`config.mk`:
```
export PLATFORM = sky130hd
export DESIGN_NAME = sprite_eval_flat
export DESIGN_NICKNAME = d
export VERILOG_FILES = /design/src/rtl/sprite_eval_if.sv /design/src/rtl/sprite_eval.sv /design/src/flat_wrapper.sv
export SDC_FILE = /design/constraint.sdc
export NUM_CORES = 1
export LEC_CHECK = 0
export BUFFER_PORTS_ARGS = -buffer_cell sky130_fd_sc_hd__buf_2
export CAP_MARGIN = 20
export CORE_MARGIN = 4
export CORE_UTILIZATION = 49
export DETAILED_ROUTE_END_ITERATION = 6
export PLACE_DENSITY = 0.85
export SLEW_MARGIN = 20
export SYNTH_ARGS = -nofsm -noshare
export SYNTH_HDL_FRONTEND = slang
export SYNTH_SLANG_ARGS = --single-unit
export TNS_END_PERCENT = 20
```
`constraint.sdc`:
```
create_clock -name clk -period 3.4 [get_ports clk]
set_input_delay 0.34 -clock clk [delete_from_list [all_inputs] [get_ports clk]]
set_output_delay 0.34 -clock clk [all_outputs]
set_load 0.03 [all_outputs]
```
`src/rtl/sprite_eval_if.sv`:
```
// OAM-side bus of the sprite evaluator: primary OAM read port B and secondary OAM write port.
interface sprite_eval_if;
    logic [7:0] oam_addr;
    logic [7:0] oam_data;
    logic       sec_wr;
    logic [4:0] sec_addr;
    logic [7:0] sec_data;

    modport master (
        output oam_addr,
        output sec_wr,
        output sec_addr,
        output sec_data,
        input  oam_data
    );

    modport slave (
        input  oam_addr,
        input  sec_wr,
        input  sec_addr,
        input  sec_data,
        output oam_data
    );
endinterface

```
`src/rtl/sprite_eval.sv`:
```
// Per-scanline sprite evaluation: clears secondary OAM, scans primary OAM and
// copies up to MAX_SPR in-range sprites, reporting count, overflow and sprite-0 hit.
module sprite_eval #(
    parameter int unsigned NUM_SPR = 64,
    parameter int unsigned MAX_SPR = 8
) (
    input  logic                clk,
    input  logic                reset_n,
    input  logic                start,
    input  logic                abort,
    input  logic [7:0]          scanline,
    input  logic                tall,
    sprite_eval_if.master       oam,
    output logic                busy,
    output logic                done,
    output logic [3:0]          sprite_count,
    output logic                overflow,
    output logic                spr0_found
);

    localparam int unsigned NW = $clog2(NUM_SPR);
    localparam int unsigned CW = 4;

    typedef enum logic [2:0] {
        S_IDLE,
        S_CLR,
        S_RDY,
        S_CHK,
        S_CPY,
        S_DONE
    } state_e;

    state_e          state_q, state_d;
    logic [4:0]      i_q, i_d;
    logic [NW-1:0]   n_q, n_d;
    logic [1:0]      k_q, k_d;
    logic [7:0]      line_q, line_d;
    logic            tall_q, tall_d;
    logic [CW-1:0]   cnt_q, cnt_d;
    logic            ovf_q, ovf_d;
    logic            spr0_q, spr0_d;
    logic            busy_q, busy_d;
    logic            done_q, done_d;

    logic [7:0]      oam_addr_c;
    logic            sec_wr_c;
    logic [4:0]      sec_addr_c;
    logic [7:0]      sec_data_c;

    logic [8:0]      diff;
    logic            in_range;
    logic            last_spr;
    logic            has_room;

    // Y above the scanline borrows into bit 8 and is never in range.
    assign diff     = {1'b0, line_q} - {1'b0, oam.oam_data};
    assign in_range = ~diff[8] && (diff[7:0] < (tall_q ? 8'd16 : 8'd8));
    assign last_spr = (n_q == NW'(NUM_SPR - 1));
    assign has_room = (cnt_q < CW'(MAX_SPR));

    always_comb begin
        state_d    = state_q;
        i_d        = i_q;
        n_d        = n_q;
        k_d        = k_q;
        line_d     = line_q;
        tall_d     = tall_q;
        cnt_d      = cnt_q;
        ovf_d      = ovf_q;
        spr0_d     = spr0_q;
        oam_addr_c = 8'd0;
        sec_wr_c   = 1'b0;
        sec_addr_c = 5'd0;
        sec_data_c = 8'd0;

        case (state_q)
            S_IDLE: begin
                if (start) begin
                    line_d  = scanline;
                    tall_d  = tall;
                    cnt_d   = '0;
                    ovf_d   = 1'b0;
                    spr0_d  = 1'b0;
                    n_d     = '0;
                    i_d     = 5'd0;
                    state_d = S_CLR;
                end
            end
            S_CLR: begin
                sec_wr_c   = 1'b1;
                sec_addr_c = i_q;
                sec_data_c = 8'hFF;
                i_d        = 5'(i_q + 5'd1);
                if (i_q == 5'd31) begin
                    state_d = S_RDY;
                end
            end
            S_RDY: begin
                oam_addr_c = 8'({n_q, 2'b00});
                state_d    = S_CHK;
            end
            S_CHK: begin
                if (in_range && has_room) begin
                    sec_wr_c   = 1'b1;
                    sec_addr_c = {cnt_q[2:0], 2'b00};
                    sec_data_c = oam.oam_data;
                    oam_addr_c = 8'({n_q, 2'b01});
                    k_d        = 2'd1;
                    state_d    = S_CPY;
                    if (n_q == '0) begin
                        spr0_d = 1'b1;
                    end
                end else if (in_range) begin
                    ovf_d   = 1'b1;
                    state_d = S_DONE;
                end else begin
                    n_d     = NW'(n_q + 1'b1);
                    state_d = last_spr ? S_DONE : S_RDY;
                end
            end
            S_CPY: begin
                sec_wr_c   = 1'b1;
                sec_addr_c = {cnt_q[2:0], k_q};
                sec_data_c = oam.oam_data;
                if (k_q != 2'd3) begin
                    oam_addr_c = 8'({n_q, 2'(k_q + 2'd1)});
                    k_d        = 2'(k_q + 2'd1);
                end else begin
                    cnt_d   = CW'(cnt_q + 1'b1);
                    n_d     = NW'(n_q + 1'b1);
                    state_d = last_spr ? S_DONE : S_RDY;
                end
            end
            S_DONE: begin
                state_d = S_IDLE;
            end
            default: begin
                state_d = S_IDLE;
            end
        endcase

        // Abort wins over every transition and leaves the result flags untouched.
        if (abort) begin
            state_d = S_IDLE;
            line_d  = line_q;
            tall_d  = tall_q;
            cnt_d   = cnt_q;
            ovf_d   = ovf_q;
            spr0_d  = spr0_q;
        end

        busy_d = (state_d == S_CLR) || (state_d == S_RDY) ||
                 (state_d == S_CHK) || (state_d == S_CPY);
        done_d = (state_d == S_DONE);
    end

    always_ff @(posedge clk or negedge reset_n) begin
        if (!reset_n) begin
            state_q <= S_IDLE;
            i_q     <= 5'd0;
            n_q     <= '0;
            k_q     <= 2'd0;
            line_q  <= 8'd0;
            tall_q  <= 1'b0;
            cnt_q   <= '0;
            ovf_q   <= 1'b0;
            spr0_q  <= 1'b0;
            busy_q  <= 1'b0;
            done_q  <= 1'b0;
        end else begin
            state_q <= state_d;
            i_q     <= i_d;
            n_q     <= n_d;
            k_q     <= k_d;
            line_q  <= line_d;
            tall_q  <= tall_d;
            cnt_q   <= cnt_d;
            ovf_q   <= ovf_d;
            spr0_q  <= spr0_d;
            busy_q  <= busy_d;
            done_q  <= done_d;
        end
    end

    assign oam.oam_addr = oam_addr_c;
    assign oam.sec_wr   = sec_wr_c;
    assign oam.sec_addr = sec_addr_c;
    assign oam.sec_data = sec_data_c;

    assign busy         = busy_q;
    assign done         = done_q;
    assign sprite_count = cnt_q;
    assign overflow     = ovf_q;
    assign spr0_found   = spr0_q;

endmodule

```
`src/flat_wrapper.sv`:
```
// flat-port wrapper written by rule: the top's interface ports become plain ports
module sprite_eval_flat 
#(
    parameter int unsigned NUM_SPR = 64,
    parameter int unsigned MAX_SPR = 8
)
  (clk, reset_n, start, abort, scanline, tall, busy, done, sprite_count, overflow, spr0_found, oam_oam_addr, oam_sec_wr, oam_sec_addr, oam_sec_data, oam_oam_data);
  sprite_eval_if oam_i ();
  input  logic clk;
  input  logic reset_n;
  input  logic start;
  input  logic abort;
  input  logic [7:0] scanline;
  input  logic tall;
  output logic busy;
  output logic done;
  output logic [3:0] sprite_count;
  output logic overflow;
  output logic spr0_found;
  output wire logic [$bits(oam_i.oam_addr)-1:0] oam_oam_addr;
  output wire logic [$bits(oam_i.sec_wr)-1:0] oam_sec_wr;
  output wire logic [$bits(oam_i.sec_addr)-1:0] oam_sec_addr;
  output wire logic [$bits(oam_i.sec_data)-1:0] oam_sec_data;
  input wire logic [$bits(oam_i.oam_data)-1:0] oam_oam_data;
  assign oam_oam_addr = oam_i.oam_addr;
  assign oam_sec_wr = oam_i.sec_wr;
  assign oam_sec_addr = oam_i.sec_addr;
  assign oam_sec_data = oam_i.sec_data;
  assign oam_i.oam_data = oam_oam_data;
  sprite_eval #(.NUM_SPR(NUM_SPR), .MAX_SPR(MAX_SPR)) u_core (.clk(clk), .reset_n(reset_n), .start(start), .abort(abort), .scanline(scanline), .tall(tall), .oam(oam_i), .busy(busy), .done(done), .sprite_count(sprite_count), .overflow(overflow), .spr0_found(spr0_found));
endmodule
```
==> After elaboration in Yosys (flattened, before gate mapping) <==
Cells that the tools add are included.
{ "totals": {"wordCells": 98, "memories": 0, "latchBits": 0, "in_bits": 21, "register_bits": 33, "ramBits": 0, "mem_bits_ro": 0} }
{ "classes": {"n_shift": 0, "magnitude_cmp": 2, "muxes": 38, "mul": 0, "bitwise_logic": 2, "n_reduce_logical": 20, "add_sub_neg": 5, "n_eq_ne": 20, "div": 0} }
{ "op_table": {"columns": ["operator", "count"], "rows": [
  ["8-bit one-hot mux with 3 select lines", 2],
  ["6-bit two-way mux", 4],
  ["8-bit two-way mux", 3],
  ["3-bit two-way mux", 7],
  ["6-bit one-hot mux with 3 select lines", 1],
  ["5-bit two-way mux", 3],
  ["3-bit one-hot mux with 5 select lines", 1],
  ["5-bit one-hot mux with 3 select lines", 1],
  ["5-bit AND reduction", 3],
  ["3-bit by 2-bit == test with 1-bit output (second input constant)", 4],
  ["2-bit != test (second input constant)", 5],
  ["5-bit one-hot mux with 2 select lines", 1],
  ["3-bit == test (second input constant)", 3],
  ["8-bit by 8-bit subtractor with 9-bit output", 1],
  ["8-bit < comparator", 1],
  ["4-bit two-way mux", 2],
  ["2-bit by 1-bit != test with 1-bit output (second input constant)", 4],
  ["4-bit one-hot mux with 2 select lines", 1],
  ["2-bit nonzero test", 4],
  ["6-bit by 1-bit adder with 6-bit output (second input constant)", 1],
  ["3-bit by 1-bit == test with 1-bit output (second input constant)", 2],
  ["6-bit == test (second input constant)", 1],
  ["6-bit logical NOT", 1],
  ["1-bit two-way mux", 6],
  ["17 further kinds", 25]
]} }

==> Depth between registers and ports, before layout <==
{ "depth": {"word_depth": 11, "ltp_mapped": 14, "ltp_nobuf": 14} }

==> Least setup slack after synthesis <==
OpenSTA, ideal clock, no wires.
{ "synth_path": {"path_type": "input -> output", "start": "input oam_oam_data[1]", "end": "output oam_oam_addr[4]", "path_stages": 13, "n_path_buf": 0, "setup_slack_ns": -0.155, "t_arrival_ns": 3.215, "required_ns": 3.060, "cell_sequence": "inv_1 ha_1 a2111oi_4 nor2_1 xor2_1 ha_1 inv_1 o221ai_2 nor4_4 nor3b_4 nand2b_1 a31oi_2 nor2b_1"} }
{ "synth_between": {"elab_chain_len": 6, "elab_cells_between_ends": 7, "classes_between": "1 x add/sub; 1 x order compare; 2 x mux; 1 x bitwise; 2 x reduce/logical"} }
{ "synth_lines": {"columns": ["item", "line_no", "text"], "rows": [
  ["start: declaration", "flat_wrapper.sv:24", "input wire logic [$bits(oam_i.oam_data)-1:0] oam_oam_data;"],
  ["8-bit by 8-bit subtractor with 9-bit output *", "sprite_eval.sv:56", "assign diff = {1'b0, line_q} - {1'b0, oam.oam_data};"],
  ["8-bit < comparator / 1-bit inverter (equally long branches)", "sprite_eval.sv:57", "assign in_range = ~diff[8] && (diff[7:0] < (tall_q ? 8'd16 : 8'd8));"],
  ["1-bit logical AND *", "sprite_eval.sv:57", null],
  ["1-bit logical AND *", "sprite_eval.sv:103", "if (in_range && has_room) begin"],
  ["8-bit two-way mux *", "sprite_eval.sv:103", null],
  ["8-bit one-hot mux with 3 select lines *", "sprite_eval.sv:76", "case (state_q)"],
  ["end: declaration", "flat_wrapper.sv:20", "output wire logic [$bits(oam_i.oam_addr)-1:0] oam_oam_addr;"]
]} }
Every way passes the cells marked *; elsewhere a longest branch is shown, timed or not.

==> Worst setup path after layout <==
{ "layout_path": {"start": "register u_core.line_q[1]", "end": "output oam_oam_addr[6]"} }
{ "layout_between": {"elab_chain_len": 6, "elab_cells_between_ends": 7, "classes_between": "1 x add/sub; 1 x order compare; 2 x mux; 1 x bitwise; 2 x reduce/logical"} }
{ "layout_lines": {"columns": ["item", "line_no", "text"], "rows": [
  ["start: declaration", "sprite_eval.sv:37", "logic [7:0] line_q, line_d;"],
  ["start signal: assignment", "sprite_eval.sv:175", "line_q <= line_d;"],
  ["8-bit by 8-bit subtractor with 9-bit output *", "sprite_eval.sv:56", null],
  ["8-bit < comparator / 1-bit inverter (equally long branches)", "sprite_eval.sv:57", null],
  ["1-bit logical AND *", "sprite_eval.sv:57", null],
  ["1-bit logical AND *", "sprite_eval.sv:103", null],
  ["8-bit two-way mux *", "sprite_eval.sv:103", null],
  ["8-bit one-hot mux with 3 select lines *", "sprite_eval.sv:76", null]
]} }
Marks and branches as above.

==> impl_metrics.sql <==
INSERT INTO impl_metrics (metric_group, metric, value, unit) VALUES
('routing', 'post-route-drc-count', '0', ''),
('cells_and_area', 'layout-drive-gt1-share', '33.22', '%'),
('routing', 'dr.first_iter.drc_count', '134', ''),
('worst_setup_path', 'timing.reg2reg.setup_slack', '160', 'ps'),
('worst_setup_path', 'crit-reg2reg-capture', 'u_core.busy$_DFF_PN0_', ''),
('hold_path', 'hold_class', 'input port to async pin', ''),
('worst_setup_path', 'critical_path_buf_inv_count', '3', ''),
('floorplan', 'dieWidth', '76.04', 'um'),
('yosys', 'postSynth.asyncResetShare', '100.0', '%'),
('grt', 'grt_max_degree', '34', ''),
('routing', 'via_per_inst', '5.966', ''),
('placed_design', 'routabilityCongestion', '0.8702', ''),
('grt', 'vias_in_the_first_global_route', '2209', ''),
('grt', 'grtUsageTotal', '21.56', '%'),
('worst_setup_path', 'data_required_time_at_the_worst_endpoint', '3060', 'ps'),
('power_and_ir_drop', 'leakagePower', '1.427', 'nW'),
('floorplan', 'die_area', '0.005782', 'mm2'),
('yosys', 'post_synth_instance_area', '0.002268', 'mm2'),
('worst_setup_path', 'critical-path-slowest-cell', 'dfrtp_1', ''),
('cts', 'clock_latency', '280', 'ps'),
('yosys', 'ys_dominant_reg_cell', 'dfrtp_1', ''),
('power_and_ir_drop', 'p_switching', '0.3763', 'mW'),
('sta', 'finalSetupViolCount', '14', ''),
('cts', 'numClockSinks', '33', ''),
('yosys', 'number_of_distinct_library_cell_variants_in_the_gate_level_netlist_after_synthesis', '44', ''),
('sta', 'fin_skew', '4.927', 'ps'),
('power_and_ir_drop', 'power_density', '411.3', 'mW/mm2'),
('cts', 'cts_hold_buf', '0', ''),
('yosys', 'yosysWarnings', '0', ''),
('placed_design', 'dp_worst_setup_slack', '47.54', 'ps'),
('sta', 'fin_crit', '3456', 'ps'),
('floorplan', 'rows', '24', ''),
('worst_setup_path', 'worst-endpoint-arrival', '3120', 'ps'),
('routing', 'via_count', '2124', ''),
('cells_and_area', 'nNetsFinal', '338', ''),
('cells_and_area', 'areaGrowthSynthToFinish', '29.51', '%'),
('power_and_ir_drop', 'power.share.sequential', '37.5', '%'),
('sta', 'slew_viol_final', '0', ''),
('yosys', 'avgSynthCellArea', '9.297', 'um2'),
('run_status', 'failed_checks', 'negative setup slack', ''),
('power_and_ir_drop', 'finalPower', '1.208', 'mW'),
('routing', 'drt-pass1-iter-count', '4', ''),
('cts', 'clock_path_buffers', '2', ''),
('cts', 'path_clk_slew', '70', 'ps'),
('sta', 'worst_slack', '-56.12', 'ps'),
('worst_setup_path', 'reg2reg_depth', '16', ''),
('floorplan', 'initial_utilization', '51.39', '%'),
('placed_design', 'place.detailed.instances', '343', ''),
('cts', 'tritoncts.num_buffers', '5', ''),
('sta', 'worst_pin_slew', '781.4', 'ps'),
('routing', 'finalWirelength', '6.029', 'mm'),
('grt', 'gr-total-overflow', '0', ''),
('cells_and_area', 'final_cell_area', '0.002938', 'mm2'),
('worst_setup_path', 'worstPathMaxFanout', '6', ''),
('yosys', 'synthDominantCellAreaShare', '36.40', '%'),
('run_status', 'run_status', 'complete, but fails checks', ''),
('sta', 'setup_repair_after_global_routing_missed_its_margin', 'yes', ''),
('placed_design', 'dpl_cell_area', '0.002655', 'mm2'),
('worst_setup_path', 'largest_delay_contributor_family_on_the_critical_path', 'simple AND/OR/NAND/NOR gates', ''),
('yosys', 'synth.largest_area_cell', 'dfrtp_1', ''),
('power_and_ir_drop', 'power.switching_fraction', '31.14', '%'),
('cells_and_area', 'layout.cells.non_filler', '356', ''),
('grt', 'grt_antenna_before_repair', '0', ''),
('placed_design', 'buffer_ports.inserted', '50', ''),
('sta', 'slew_headroom', '47.71', '%'),
('floorplan', 'io-pin-count', '51', ''),
('floorplan', 'die_height', '76.04', 'um'),
('power_and_ir_drop', 'power.internal', '0.8322', 'mW'),
('cts', 'h-tree-depth', '2', ''),
('yosys', 'mappedNetlistNets', '279', ''),
('grt', 'grt_pass1_wl', '10.41', 'mm');
==> cells in the mapped netlist (3+ instances only) <==
library cell / n
o31ai_1: 3
a22oi_1: 3
o21a_1: 4
a21o_1: 12
nand2_1: 18
xor2_1: 4
nand2b_1: 3
nand3_1: 3
inv_1: 16
clkbuf_1: 6
dfrtp_1: 33
a22o_1: 7
nor2b_1: 10
nor2_1: 17
mux2_2: 11
nor3_1: 6
a21oi_1: 15
ha_1: 14
o21ai_0: 22
and3_1: 5
==> placed cells by master (no fill, tap or decap), types with 3 or more instances in the layout <==
cell type / instances
a21o_1: 12
a21oi_1: 15
a22o_1: 7
a22oi_1: 3
and3_1: 5
buf_2: 34
buf_4: 12
buf_6: 6
clkbuf_4: 7
clkbuf_8: 6
dfrtp_1: 33
ha_1: 11
ha_4: 3
inv_1: 16
mux2_2: 11
nand2_1: 18
nand3_1: 3
nor2_1: 14
nor2b_1: 6
nor2b_4: 4
nor3_1: 5
o21a_1: 4
o21ai_0: 21
o31ai_1: 3
xor2_1: 4
==> registers in the layout, summed over array words and instances (netlist names) <==
register             cells
u_core.state_q           3
u_core.busy              1
u_core.k_q               2
u_core.tall_q            1
u_core.i_q               5
u_core.line_q            8
u_core.overflow          1
u_core.sprite_count      4
u_core.n_q               6
u_core.spr0_found        1
u_core.done              1
==> stage by stage <==
step	setup TNS [ps]	hold slack [ps]
2_1_floorplan	0	44.41
3_3_place_gp	0	441.2
3_5_place_dp	0	445.2
4_1_cts	-73.56	137.5
5_1_grt	-3227	168.6
6_report	-506.0	104.7
==> power groups by stage <==
| stage | Combinational [mW] | Sequential [mW] | Clock [mW] |
|---|---|---|---|
| after floorplan | 0.243 | 0.451 | 0 |
| after global placement | 0.314 | 0.454 | 0 |
| after detailed placement | 0.323 | 0.457 | 0 |
| after CTS | 0.350 | 0.451 | 0.385 |
| after global routing | 0.408 | 0.458 | 0.410 |
| final | 0.374 | 0.454 | 0.381 |
==> layout make-up <==
type	count	area (um2)
sequential	33	825.8
fill	329	1476
timing repair buffer	60	400.4
clock buffer	7	86.33
inverter	16	60.06
multi-input combinational	187	1470
tap	52	65.06
clock inverter	1	30.03
==> metal layers <==
| metal | vias to the layer above | GRT usage [%] | wire length (um) |
|---|---|---|---|
| met5 | - | 0 | 0 |
| met4 | 0 | 7.473 | 114 |
| met2 | 84 | 34.93 | 2997 |
| met1 | 1033 | 27.50 | 2514 |
| li1 | 995 | - | - |
| met3 | 12 | 5.910 | 402 |
==> worst max-delay path by stage <==
stage                            startpoint               to  slack [ps]  cells past startpoint
4_1_cts        u_core.line_q[1]$_DFFE_PN0P_  oam_oam_addr[6]         -20                     14
6_report       u_core.line_q[1]$_DFFE_PN0P_  oam_oam_addr[6]         -60                     14
3_5_place_dp                oam_oam_data[1]  oam_sec_data[1]          50                     15
2_1_floorplan               oam_oam_data[1]  oam_oam_addr[4]          90                     13
5_1_grt        u_core.line_q[1]$_DFFE_PN0P_  oam_oam_addr[7]        -240                     14
3_3_place_gp                oam_oam_data[2]  oam_sec_data[1]         130                     16
==> timing repair <==
action	in CTS	in global routing
endpoints found under the setup margin	14	25
gates cloned	0	0
setup buffers	7	1
endpoints found under the hold margin	0	0
gates resized for setup	17	15
pin swaps	1	3
==> logic make-up (layout without fill, tap and decap cells) <==
family | Yosys count | count (layout) | synth area share, %
and+or+nand+nor | 76 | 76 | 18.37
DFF | 33 | 33 | 36.40
adders and majority gates | 14 | 14 | 7.722
AOI/OAI and AO/OA | 77 | 77 | 24.21
muxes | 14 | 14 | 6.895
buffers and inverters | 24 | 84 | 4.082
xor gates and xnor gates | 6 | 6 | 2.317
(Power assumes the default switching activity.)
